==> src/rtl/branch_resolve_unit_if.sv <==
// Bundle between the branch resolve unit and its neighbours: ALU flags, the
// branch request, the fetch redirect handshake and the status outputs.
interface branch_resolve_unit_if #(
   parameter int ADDR_W = 64,
   parameter int CNT_W  = 16
);
   logic              ex_valid;
   logic              ex_set_flags;
   logic              alu_negative;
   logic              alu_zero;
   logic              alu_overflow;
   logic              alu_carry_out;
   logic              br_valid;
   logic              br_ready;
   logic [1:0]        br_type;
   logic [3:0]        br_cond;
   logic              br_reg_zero;
   logic [ADDR_W-1:0] br_target;
   logic              redirect_valid;
   logic              redirect_ready;
   logic [ADDR_W-1:0] redirect_pc;
   logic              squash;
   logic [3:0]        flags_q;
   logic [CNT_W-1:0]  taken_count;

   modport master (
      output ex_valid, ex_set_flags, alu_negative, alu_zero, alu_overflow, alu_carry_out,
      output br_valid, br_type, br_cond, br_reg_zero, br_target, redirect_ready,
      input  br_ready, redirect_valid, redirect_pc, squash, flags_q, taken_count
   );

   modport slave (
      input  ex_valid, ex_set_flags, alu_negative, alu_zero, alu_overflow, alu_carry_out,
      input  br_valid, br_type, br_cond, br_reg_zero, br_target, redirect_ready,
      output br_ready, redirect_valid, redirect_pc, squash, flags_q, taken_count
   );
endinterface

==> src/rtl/branch_resolve_unit.sv <==
// Holds NZVC, resolves B / B.cond / CBZ / CBNZ, then issues a handshaked fetch
// redirect followed by a fixed-length squash window.
module branch_resolve_unit #(
   parameter int ADDR_W = 64,
   parameter int SHADOW = 2,
   parameter int CNT_W  = 16
) (
   input logic                 clk,
   input logic                 reset,
   branch_resolve_unit_if.slave bus
);
   localparam int SW = (SHADOW < 1) ? 1 : $clog2(SHADOW + 1);

   typedef enum logic [1:0] {IDLE, REDIRECT, SQUASH} state_e;

   state_e            state_q, state_d;
   logic [3:0]        flags_q;
   logic [ADDR_W-1:0] pc_q, pc_d;
   logic [CNT_W-1:0]  tcnt_q, tcnt_d;
   logic [SW-1:0]     scnt_q, scnt_d;
   logic              flag_wr;
   logic [3:0]        alu_flags, eff_flags;
   logic              taken, br_ready;

   // Odd codes invert the even predicate, except 1111 which stays "always".
   function automatic logic cond_true(input logic [3:0] c, input logic [3:0] f);
      logic n, z, v, cy, r;
      {n, z, v, cy} = f;
      case (c[3:1])
         3'd0:    r = z;
         3'd1:    r = cy;
         3'd2:    r = n;
         3'd3:    r = v;
         3'd4:    r = cy & ~z;
         3'd5:    r = (n == v);
         3'd6:    r = ~z & (n == v);
         default: r = 1'b1;
      endcase
      if (c[0] && c[3:1] != 3'd7) r = ~r;
      return r;
   endfunction

   assign flag_wr   = bus.ex_valid & bus.ex_set_flags;
   assign alu_flags = {bus.alu_negative, bus.alu_zero, bus.alu_overflow, bus.alu_carry_out};
   assign eff_flags = flag_wr ? alu_flags : flags_q;

   always_comb begin
      taken = 1'b0;
      case (bus.br_type)
         2'b00: taken = 1'b1;
         2'b01: taken = cond_true(bus.br_cond, eff_flags);
         2'b10: taken = bus.br_reg_zero;
         2'b11: taken = ~bus.br_reg_zero;
         default: taken = 1'b0;
      endcase
   end

   assign br_ready = (state_q == IDLE) && !reset;

   always_comb begin
      state_d = state_q;
      pc_d    = pc_q;
      tcnt_d  = tcnt_q;
      scnt_d  = scnt_q;
      case (state_q)
         IDLE: begin
            if (bus.br_valid && br_ready && taken) begin
               pc_d    = bus.br_target;
               state_d = REDIRECT;
               if (tcnt_q != '1) tcnt_d = tcnt_q + CNT_W'(1);
            end
         end
         REDIRECT: begin
            if (bus.redirect_ready) begin
               if (SHADOW == 0) begin
                  state_d = IDLE;
               end else begin
                  state_d = SQUASH;
                  scnt_d  = SW'(SHADOW);
               end
            end
         end
         SQUASH: begin
            scnt_d = scnt_q - SW'(1);
            if (scnt_q == SW'(1)) state_d = IDLE;
         end
         default: state_d = IDLE;
      endcase
   end

   always_ff @(posedge clk or posedge reset) begin
      if (reset) begin
         state_q <= IDLE;
         flags_q <= '0;
         pc_q    <= '0;
         tcnt_q  <= '0;
         scnt_q  <= '0;
      end else begin
         state_q <= state_d;
         pc_q    <= pc_d;
         tcnt_q  <= tcnt_d;
         scnt_q  <= scnt_d;
         if (flag_wr) flags_q <= alu_flags;
      end
   end

   assign bus.br_ready       = br_ready;
   assign bus.redirect_valid = (state_q == REDIRECT);
   assign bus.redirect_pc    = pc_q;
   assign bus.squash         = (state_q == SQUASH);
   assign bus.flags_q        = flags_q;
   assign bus.taken_count    = tcnt_q;
endmodule

==> src/flat_wrapper.sv <==
// flat-port wrapper written by rule: the top's interface ports become plain ports
module branch_resolve_unit_flat 
#(
   parameter int ADDR_W = 64,
   parameter int SHADOW = 2,
   parameter int CNT_W  = 16
)
  (clk, reset, bus_ex_valid, bus_ex_set_flags, bus_alu_negative, bus_alu_zero, bus_alu_overflow, bus_alu_carry_out, bus_br_valid, bus_br_type, bus_br_cond, bus_br_reg_zero, bus_br_target, bus_redirect_ready, bus_br_ready, bus_redirect_valid, bus_redirect_pc, bus_squash, bus_flags_q, bus_taken_count);
  branch_resolve_unit_if #(.ADDR_W(ADDR_W), .CNT_W(CNT_W)) bus_i ();
  input logic clk;
  input logic reset;
  input wire logic [$bits(bus_i.ex_valid)-1:0] bus_ex_valid;
  input wire logic [$bits(bus_i.ex_set_flags)-1:0] bus_ex_set_flags;
  input wire logic [$bits(bus_i.alu_negative)-1:0] bus_alu_negative;
  input wire logic [$bits(bus_i.alu_zero)-1:0] bus_alu_zero;
  input wire logic [$bits(bus_i.alu_overflow)-1:0] bus_alu_overflow;
  input wire logic [$bits(bus_i.alu_carry_out)-1:0] bus_alu_carry_out;
  input wire logic [$bits(bus_i.br_valid)-1:0] bus_br_valid;
  input wire logic [$bits(bus_i.br_type)-1:0] bus_br_type;
  input wire logic [$bits(bus_i.br_cond)-1:0] bus_br_cond;
  input wire logic [$bits(bus_i.br_reg_zero)-1:0] bus_br_reg_zero;
  input wire logic [$bits(bus_i.br_target)-1:0] bus_br_target;
  input wire logic [$bits(bus_i.redirect_ready)-1:0] bus_redirect_ready;
  output wire logic [$bits(bus_i.br_ready)-1:0] bus_br_ready;
  output wire logic [$bits(bus_i.redirect_valid)-1:0] bus_redirect_valid;
  output wire logic [$bits(bus_i.redirect_pc)-1:0] bus_redirect_pc;
  output wire logic [$bits(bus_i.squash)-1:0] bus_squash;
  output wire logic [$bits(bus_i.flags_q)-1:0] bus_flags_q;
  output wire logic [$bits(bus_i.taken_count)-1:0] bus_taken_count;
  assign bus_i.ex_valid = bus_ex_valid;
  assign bus_i.ex_set_flags = bus_ex_set_flags;
  assign bus_i.alu_negative = bus_alu_negative;
  assign bus_i.alu_zero = bus_alu_zero;
  assign bus_i.alu_overflow = bus_alu_overflow;
  assign bus_i.alu_carry_out = bus_alu_carry_out;
  assign bus_i.br_valid = bus_br_valid;
  assign bus_i.br_type = bus_br_type;
  assign bus_i.br_cond = bus_br_cond;
  assign bus_i.br_reg_zero = bus_br_reg_zero;
  assign bus_i.br_target = bus_br_target;
  assign bus_i.redirect_ready = bus_redirect_ready;
  assign bus_br_ready = bus_i.br_ready;
  assign bus_redirect_valid = bus_i.redirect_valid;
  assign bus_redirect_pc = bus_i.redirect_pc;
  assign bus_squash = bus_i.squash;
  assign bus_flags_q = bus_i.flags_q;
  assign bus_taken_count = bus_i.taken_count;
  branch_resolve_unit #(.ADDR_W(ADDR_W), .SHADOW(SHADOW), .CNT_W(CNT_W)) u_core (.clk(clk), .reset(reset), .bus(bus_i));
endmodule
==> config.mk <==
export PLATFORM = sky130hd
export DESIGN_NAME = branch_resolve_unit_flat
export DESIGN_NICKNAME = d
export VERILOG_FILES = /design/src/rtl/branch_resolve_unit_if.sv /design/src/rtl/branch_resolve_unit.sv /design/src/flat_wrapper.sv
export SDC_FILE = /design/constraint.sdc
export NUM_CORES = 1
export LEC_CHECK = 0
export ABC_AREA = 1
export BUFFER_PORTS_ARGS = -buffer_cell sky130_fd_sc_hd__buf_2
export CORE_ASPECT_RATIO = 1.4
export CORE_MARGIN = 5
export CORE_UTILIZATION = 41
export DETAILED_ROUTE_END_ITERATION = 7
export GPL_ROUTABILITY_DRIVEN = 0
export PLACE_DENSITY_LB_ADDON = 0.3
export SKIP_CTS_REPAIR_TIMING = 1
export SLEW_MARGIN = 10
export SYNTH_ARGS = -nofsm -noshare
export SYNTH_HDL_FRONTEND = slang
export SYNTH_SLANG_ARGS = --single-unit
==> constraint.sdc <==
create_clock -name clk -period 3.7 [get_ports clk]
set_input_delay 0.555 -clock clk [delete_from_list [all_inputs] [get_ports clk]]
set_output_delay 0.555 -clock clk [all_outputs]
set_load 0.05 [all_outputs]
==> summary.md, run 1 <==
| Metric | Value |
|---|---|
| Hold WC Path Type | in -> async |
| Row cnt | 43 |
| Remaining global-route overflow | 0 |
| Mapped Area | a little over 4000 µm² |
| Placement Cell Area | between 5000 and 6000 µm² |
| Initial Util | just over 40% |
| Syn nets | 583 |
| Latest clock arrival within the worst-skew pair | 330 ps |
| Filler cells | approximately 940 |
| Nets | approximately 740 |
| Number of global-route vias before repair | ~3,700 |
| Sequential area share after synthesis | between 50 and 60% |
| Core footprint | roughly 9800 µm² |
| Initial antenna violation count | 1 |
| Xor/xnor cell area share of the yosys netlist | between 3 and 4% |
| IO buf count | between 150 and 200 |
| Worst slack, placed | roughly 820 ps |
| Io pins | around 170 |
| Post-Route WL | 11,220 µm |
| Final ANT Viol Nets | 0 |
| CP Cell Sequence | buf_2, clkinv_2, nand2_1, nor2_4, buf_4, nand3_2, nand2_1, nand2_1 |
| Largest family of logic cells by synthesized area | simple AND/OR/NAND/NOR gates |
| First-pass GRT wire length | ~18,000 µm |
| CP Data Required Time | roughly 4000 ps |
| Crit path kind | in -> reg |
| Final instance area | about 5400 µm² |
| Max_slew headroom | 44.61% |
| Mapped Cells | 500 |
| Register area | approximately 2200 µm² |
| Distinct cells, synth | 22 |
| Pin count of the biggest net entering global routing | slightly above 80 |
| Via count | between 3,000 and 4,000 |
| Most common cell after layout, fill and taps aside | nand2_1 |
| Synth Area in Compound Gates | 1.009% |
| Yosys top cell area share | between 50% and 60% |
| Area grow syn2layout | 30.68% |
| Max_cap viols | 0 |
| Cell mode on critical path | nand2_1 |
| Die Ht | approximately 130 µm |
| CTS tree | yes |
| Drt first pass iters | 5 |
| Setup TNS | 0 ps |
| Area of the multi-input gates | approximately 1600 µm² |
| PD cells | 952.8 nW/µm² |
| Fin crit period | 2543 ps |
| Synthesized flop and latch total | 88 |
| CP max FO | 81 |
| CP max-delay cell | buf_4 |
| Worst slew pin tran | between 800 and 900 ps |
| Via/cell ratio | around 5 |
| VDD IR max | approximately 0.46 mV |
| CTS sink cnt | between 80 and 90 |
| Drt wl/cell | around 14 µm |
| Final std cells w/o fill | approximately 800 |
| Highest-count cells in the layout ignoring fill and taps | 201 x nand2_1, 167 x buf_2, 88 x dfrtp_1 |
| Chip width | between 90 and 100 µm |
| Post-DP HPWL | around 7900 µm |
| Post-Synth Simple-Gate Area | 34.78% |
| F_max | around 0.39 GHz |
| Setup-failing EPs final | 0 |
| Critical Path Sink Type | flop |
| Unrepaired setup endpoints after global routing | no |
| Synth Area per Inst | 8.188 µm² |
| Adder-Cell Fraction of Synth Area | 0.6112% |
| Post-route setup slack | roughly 1200 ps |
| Crit path DAT | 2770 ps |
| Fin. Hold Viols | 0 |
| Crit path launch type | input pin |
| Main area contributors after synthesis | dfrtp_1 54%, nand2_1 19%, nand3_1 10% |
| Root Driver | clkbuf_16 |
| Final Cycle Share | a little under 70% |
| Clock Tree Buf Depth | 2 |
| CTS clk-pin slew, worst paths | 60 ps |
| Final Max Tran Viols | 0 |
| Leading area contributor after synthesis | dfrtp_1 |
| CP max stage delay | approximately 650 ps |
| GR Util All Layers | between 15 and 20% |
| P_leak | slightly above 0.003 µW |
| Synth warn | 0 |
| Antenna fix cells | 0 |
| Post-synthesis mux area share | 0% |
| Die ar. | ~12,000 µm² |
| Layout cells sized above 1 | around 29% |
| CTS H-Tree Depth | 3 |
| Placed Cells | 782 |
| Setup Skew | ~4.0 ps |
| Status | finished clean |
| DR iter-0 viols | between 150 and 200 |
| Total CTS buffers | 9 |
| Residual DRC count | 0 |
flip-flops by register name (all words and copies together), names as in the netlist:
name,cells
u_core.bus.redirect_pc,64
u_core.scnt_q,2
u_core.bus.taken_count,16
u_core.state_q,2
u_core.bus.flags_q,4
critical path: cells and delay by family:
kind | cells | cell delay, ps
AND/OR/NAND/NOR | 5 | 1070
buffers and inverters | 3 | 1070
routing by layer:
metal | share of wire (%) | vias to the layer above | global-route usage [%] | wire (µm)
li1 | - | 1907 | - | -
met5 | 0.12 | - | 0 | 13
met1 | 40 | 1797 | 22.29 | 4493
met2 | 51 | 157 | 32.11 | 5702
met4 | 1.3 | 2 | 6.627 | 146
met3 | 7.7 | 13 | 3.758 | 864
final timing paths:
check                                      startpoint                    endpoint  slack (ps)  cells after the start
setup / recovery                                reset  u_core.bus.taken_count[12]        1160                      8
hold / removal                                  reset  u_core.bus.redirect_pc[26]         210                      2
setup reg to reg                    u_core.state_q[1]  u_core.bus.taken_count[12]        1320                      7
hold reg to reg            u_core.bus.redirect_pc[48]  u_core.bus.redirect_pc[48]         460                      2
max in group asynchronous                       reset       u_core.bus.flags_q[3]        2340                      3
min in group clk                   bus_redirect_ready           u_core.state_q[0]         410                      2
per-stage QoR:
step | power [µW] | hold slack, ps | utilization, %
6_report | 5098 | 214.8 | 54.34
5_1_grt | 5373 | 243.4 | 54.34
4_1_cts | 5149 | 218.0 | 54.34
3_5_place_dp | 4111 | 452.6 | 50.92
3_3_place_gp | 4078 | 450.3 | 50.92
2_1_floorplan | 3476 | 465.6 | -
cells in the mapped netlist, drive strengths merged:
master	count
xor2	13
o21ai	3
nand3	85
buf	12
o31ai	1
xnor2	2
nor4	1
nand4	17
clkbuf	13
dfrtp	88
nor3	8
nand2	204
inv	33
nor2	16
a21boi	1
o211ai	1
ha	2
logic make-up after synthesis:
logic type | Yosys count
AOI/OAI and AO/OA | 6
xor gates and xnor gates | 15
adders and majority gates | 2
buffers and inverters | 58
DFF | 88
and+or+nand+nor | 331
final cells by class:
cell class | instances | area share [%]
timing repair buffer | 172 | 16.56
inverter | 33 | 2.339
tap | 135 | 3.157
clock buffer | 10 | 4.280
multi-input combinational | 354 | 30.50
clock inverter | 6 | 2.011
sequential | 88 | 41.16
report_power, final:
| group | leakage (µW) | internal, µW | switching [µW] |
|---|---|---|---|
| Clock | 0.000162 | 657 | 365 |
| Combinational | 0.00178 | 507 | 1960 |
| Sequential | 0.00111 | 1360 | 246 |
| Total | 0.00306 | 2520 | 2580 |
Note: power is estimated with default switching activity, not from simulation.
==> run 2, diff against run 1 <==
clock period = 2.24 ns   (was 3.7 ns; I/O delays follow)
==> run 2 against run 1 <==
Effect of this change: hold slack worse by 51 ps; worst setup slack worse by 720 ps; core utilization is 0.48 points higher; highest routed layer is now met4; largest cell class unchanged.
==> summary.md, run 2 (synthesis results as in run 1) <==
| Metric | Value |
|---|---|
| Chip width | 94.45 µm (unchanged) |
| R2R setup slack | 440 ps (-880 ps) |
| CP max FO | 16 (-80%) |
| Register area | 2202 µm² (unchanged) |
| Setup TNS | 0 ps (unchanged) |
| Highest-count cells in the layout ignoring fill and taps | 201 x nand2_1, 167 x buf_2, 88 x dfrtp_1 |
| Clock power share | 19.5% (-0.5 points) |
| Setup Skew | 7.751 ps (+3.758 ps) |
| Area of the multi-input gates | 1632 µm² (unchanged) |
| Clock Tree Buf Depth | 2 (unchanged) |
| Residual DRC count | 0 (unchanged) |
| Antenna fix cells | 0 (unchanged) |
| Die ar. | 12,110 µm² (unchanged) |
| Initial Util | 41.58% (unchanged) |
| DR iter-0 viols | 152 (-11%) |
| Critical Path Sink Type | flop |
| Root Driver | clkbuf_16 |
| Post-Route WL | 10,730 µm (-4.4%) |
| Reg-to-Reg End | u_core.bus.taken_count[12] |
| Setup-failing EPs final | 0 (unchanged) |
| Worst r2r path cells | 7 (unchanged) |
| Filler cells | 921 (-1.8%) |
| Total CTS buffers | 9 (unchanged) |
| PD cells | 1549 nW/µm² (+63%) |
| VDD IR max | 0.7155 mV (+55%) |
| WP buf/inv | 1 (-2) |
| Sequential Power Share | 31.5% (about the same) |
| Fin. Hold Viols | 0 (unchanged) |
| Fin crit period | 1800 ps |
| IO buf count | 167 (unchanged) |
| Pin count of the biggest net entering global routing | 49 (-40%) |
| Cell mode on critical path | nand2_1 |
| CP Data Required Time | 2460 ps (-1460 ps) |
| Die Ht | 128.2 µm (unchanged) |
| Status | finished clean |
| CP max-delay cell | dfrtp_1 |
| CTS tree | yes |
| First-pass GRT wire length | 17,150 µm (-3.0%) |
| F_max | about 0.56 GHz |
| Flip-flop count of the largest register after layout | 64 (unchanged) |
| Via count | 3,865 (-0.28%) |
| CTS sink cnt | 88 (unchanged) |
| Worst slew pin tran | 610.2 ps (-220.7 ps) |
| Pint | 4106 µW (+63%) |
| Final core occ | 54.82% (+0.48 points) |
| Final Cycle Share | approximately four fifths |
| Nets | 748 (+0.94%) |
| Via/cell ratio | 4.801 (-1.2%) |
| Final ANT Viol Nets | 0 (unchanged) |
| Crit path kind | reg -> reg |
| Final Max Tran Viols | 0 (unchanged) |
| Io pins | 168 (unchanged) |
| Row cnt | 43 (unchanged) |
| Hold WC Path Type | in -> async |
| Max_cap viols | 0 (unchanged) |
| Net switching power | 4254 µW (+65%) |
| Layout cells sized above 1 | 30.30% (+0.89 points) |
| Latest clock arrival within the worst-skew pair | 340 ps (about the same) |
| Core footprint | 9846 µm² (unchanged) |
| Comb pwr share | 49.0% (+0.5 points) |
| RR Startpoint | u_core.bus.taken_count[0] |
| CP max stage delay | 460 ps (-190 ps) |
| P_leak | 0.003081 µW (+0.85%) |
| Drt first pass iters | 6 (+1) |
| Post-DP HPWL | 7945 µm (+0.96%) |
| Initial antenna violation count | 0 (-1) |
| Number of global-route vias before repair | 3,706 (-0.86%) |
| Unrepaired setup endpoints after global routing | no |
| GR Util All Layers | 17.70% (-0.71 points) |
| CP Cell Sequence | ha_1, nand3_1, inv_1, nand4_1, nand3_2, nand2_1, nand2_1 |
| Area grow syn2layout | 31.85% |
| Crit path DAT | 2020 ps (-750 ps) |
| CP delay by family, top | simple AND/OR/NAND/NOR gates |
| Max_slew headroom | 59.32% (+15 points) |
| Drt wl/cell | 13.33 µm (-5.2%) |
| CTS clk-pin slew, worst paths | 60 ps (about the same) |
| Switching Share | 50.88% (+0.36 points) |
| Remaining global-route overflow | 0 (unchanged) |
| Crit path launch type | flop |
| Levels on crit path | 7 (-1) |
| CTS H-Tree Depth | 3 (unchanged) |
| Most common cell after layout, fill and taps aside | nand2_1 |
[run 2: cell types whose count changed in the layout (fill, tap and decap cells not counted)]
| cell | delta |
|---|---|
| buf_4 | +7 |
| clkinv_2 | -2 |
| bufinv_16 | -1 |
| clkbuf_1 | -1 |
| clkbuf_8 | +1 |
| clkinv_4 | +1 |
| clkinvlp_4 | +1 |
| inv_6 | +1 |
[run 2: power groups by stage]
stage	Combinational [µW]	Clock, µW	Sequential [µW]
final	4100	1630	2630
after global routing	4360	1740	2720
after CTS	4140	1670	2640
after detailed placement	4140	0	2650
after global placement	4080	0	2650
after floorplan	909	0	4840
[run 2: worst max-delay path by stage]
stage | startpoint | to | slack (ps)
global placement | bus_ex_valid | u_core.bus.taken_count[4] | 320
global route | u_core.bus.flags_q[2] | u_core.bus.taken_count[1] | 230
floorplan | reset | u_core.bus.redirect_pc[10] | -290
CTS | u_core.bus.taken_count[0] | u_core.bus.taken_count[14] | 430
finish | u_core.bus.taken_count[0] | u_core.bus.taken_count[12] | 440
detailed placement | bus_ex_valid | u_core.bus.taken_count[14] | 250
[run 2: tightest hold or removal path: stages]
cell	delay [ps]
buf_2	110
clkinvlp_4	70
buf_4	430
[run 2: cell type report]
| cell class | instances | share of cell area (%) |
|---|---|---|
| inverters | 33 | 2.364 |
| repair buffers | 179 | 17.39 |
| well taps | 135 | 3.129 |
| clock buffers | 10 | 4.427 |
| flip-flops and latches | 88 | 40.80 |
| clock inverters | 6 | 1.669 |
| multi-input cells | 354 | 30.23 |
[run 2: through the flow]
step                power (µW)  worst slack, ps  std cells  cell area (µm²)  hold WS [ps]
finish                    8360            440.2        805             5398         163.4
global route              8825            233.8        805             5398         178.3
CTS                       8448            427.2        805             5398         174.8
detailed placement        6793            254.6        789             5069         453.6
global placement          6734            321.7        789             5069         449.1
floorplan                 5745           -290.2        500             4103         422.3
[run 2: per-layer routing]
metal / global-route usage, % / part of all wire [%] / vias to the layer above
met5: 0 / 0 / -
met4: 5.777 / 1.4 / 0
met3: 4.463 / 8.8 / 15
met2: 29.10 / 47 / 154
met1: 22.75 / 43 / 1768
li1: - / - / 1928
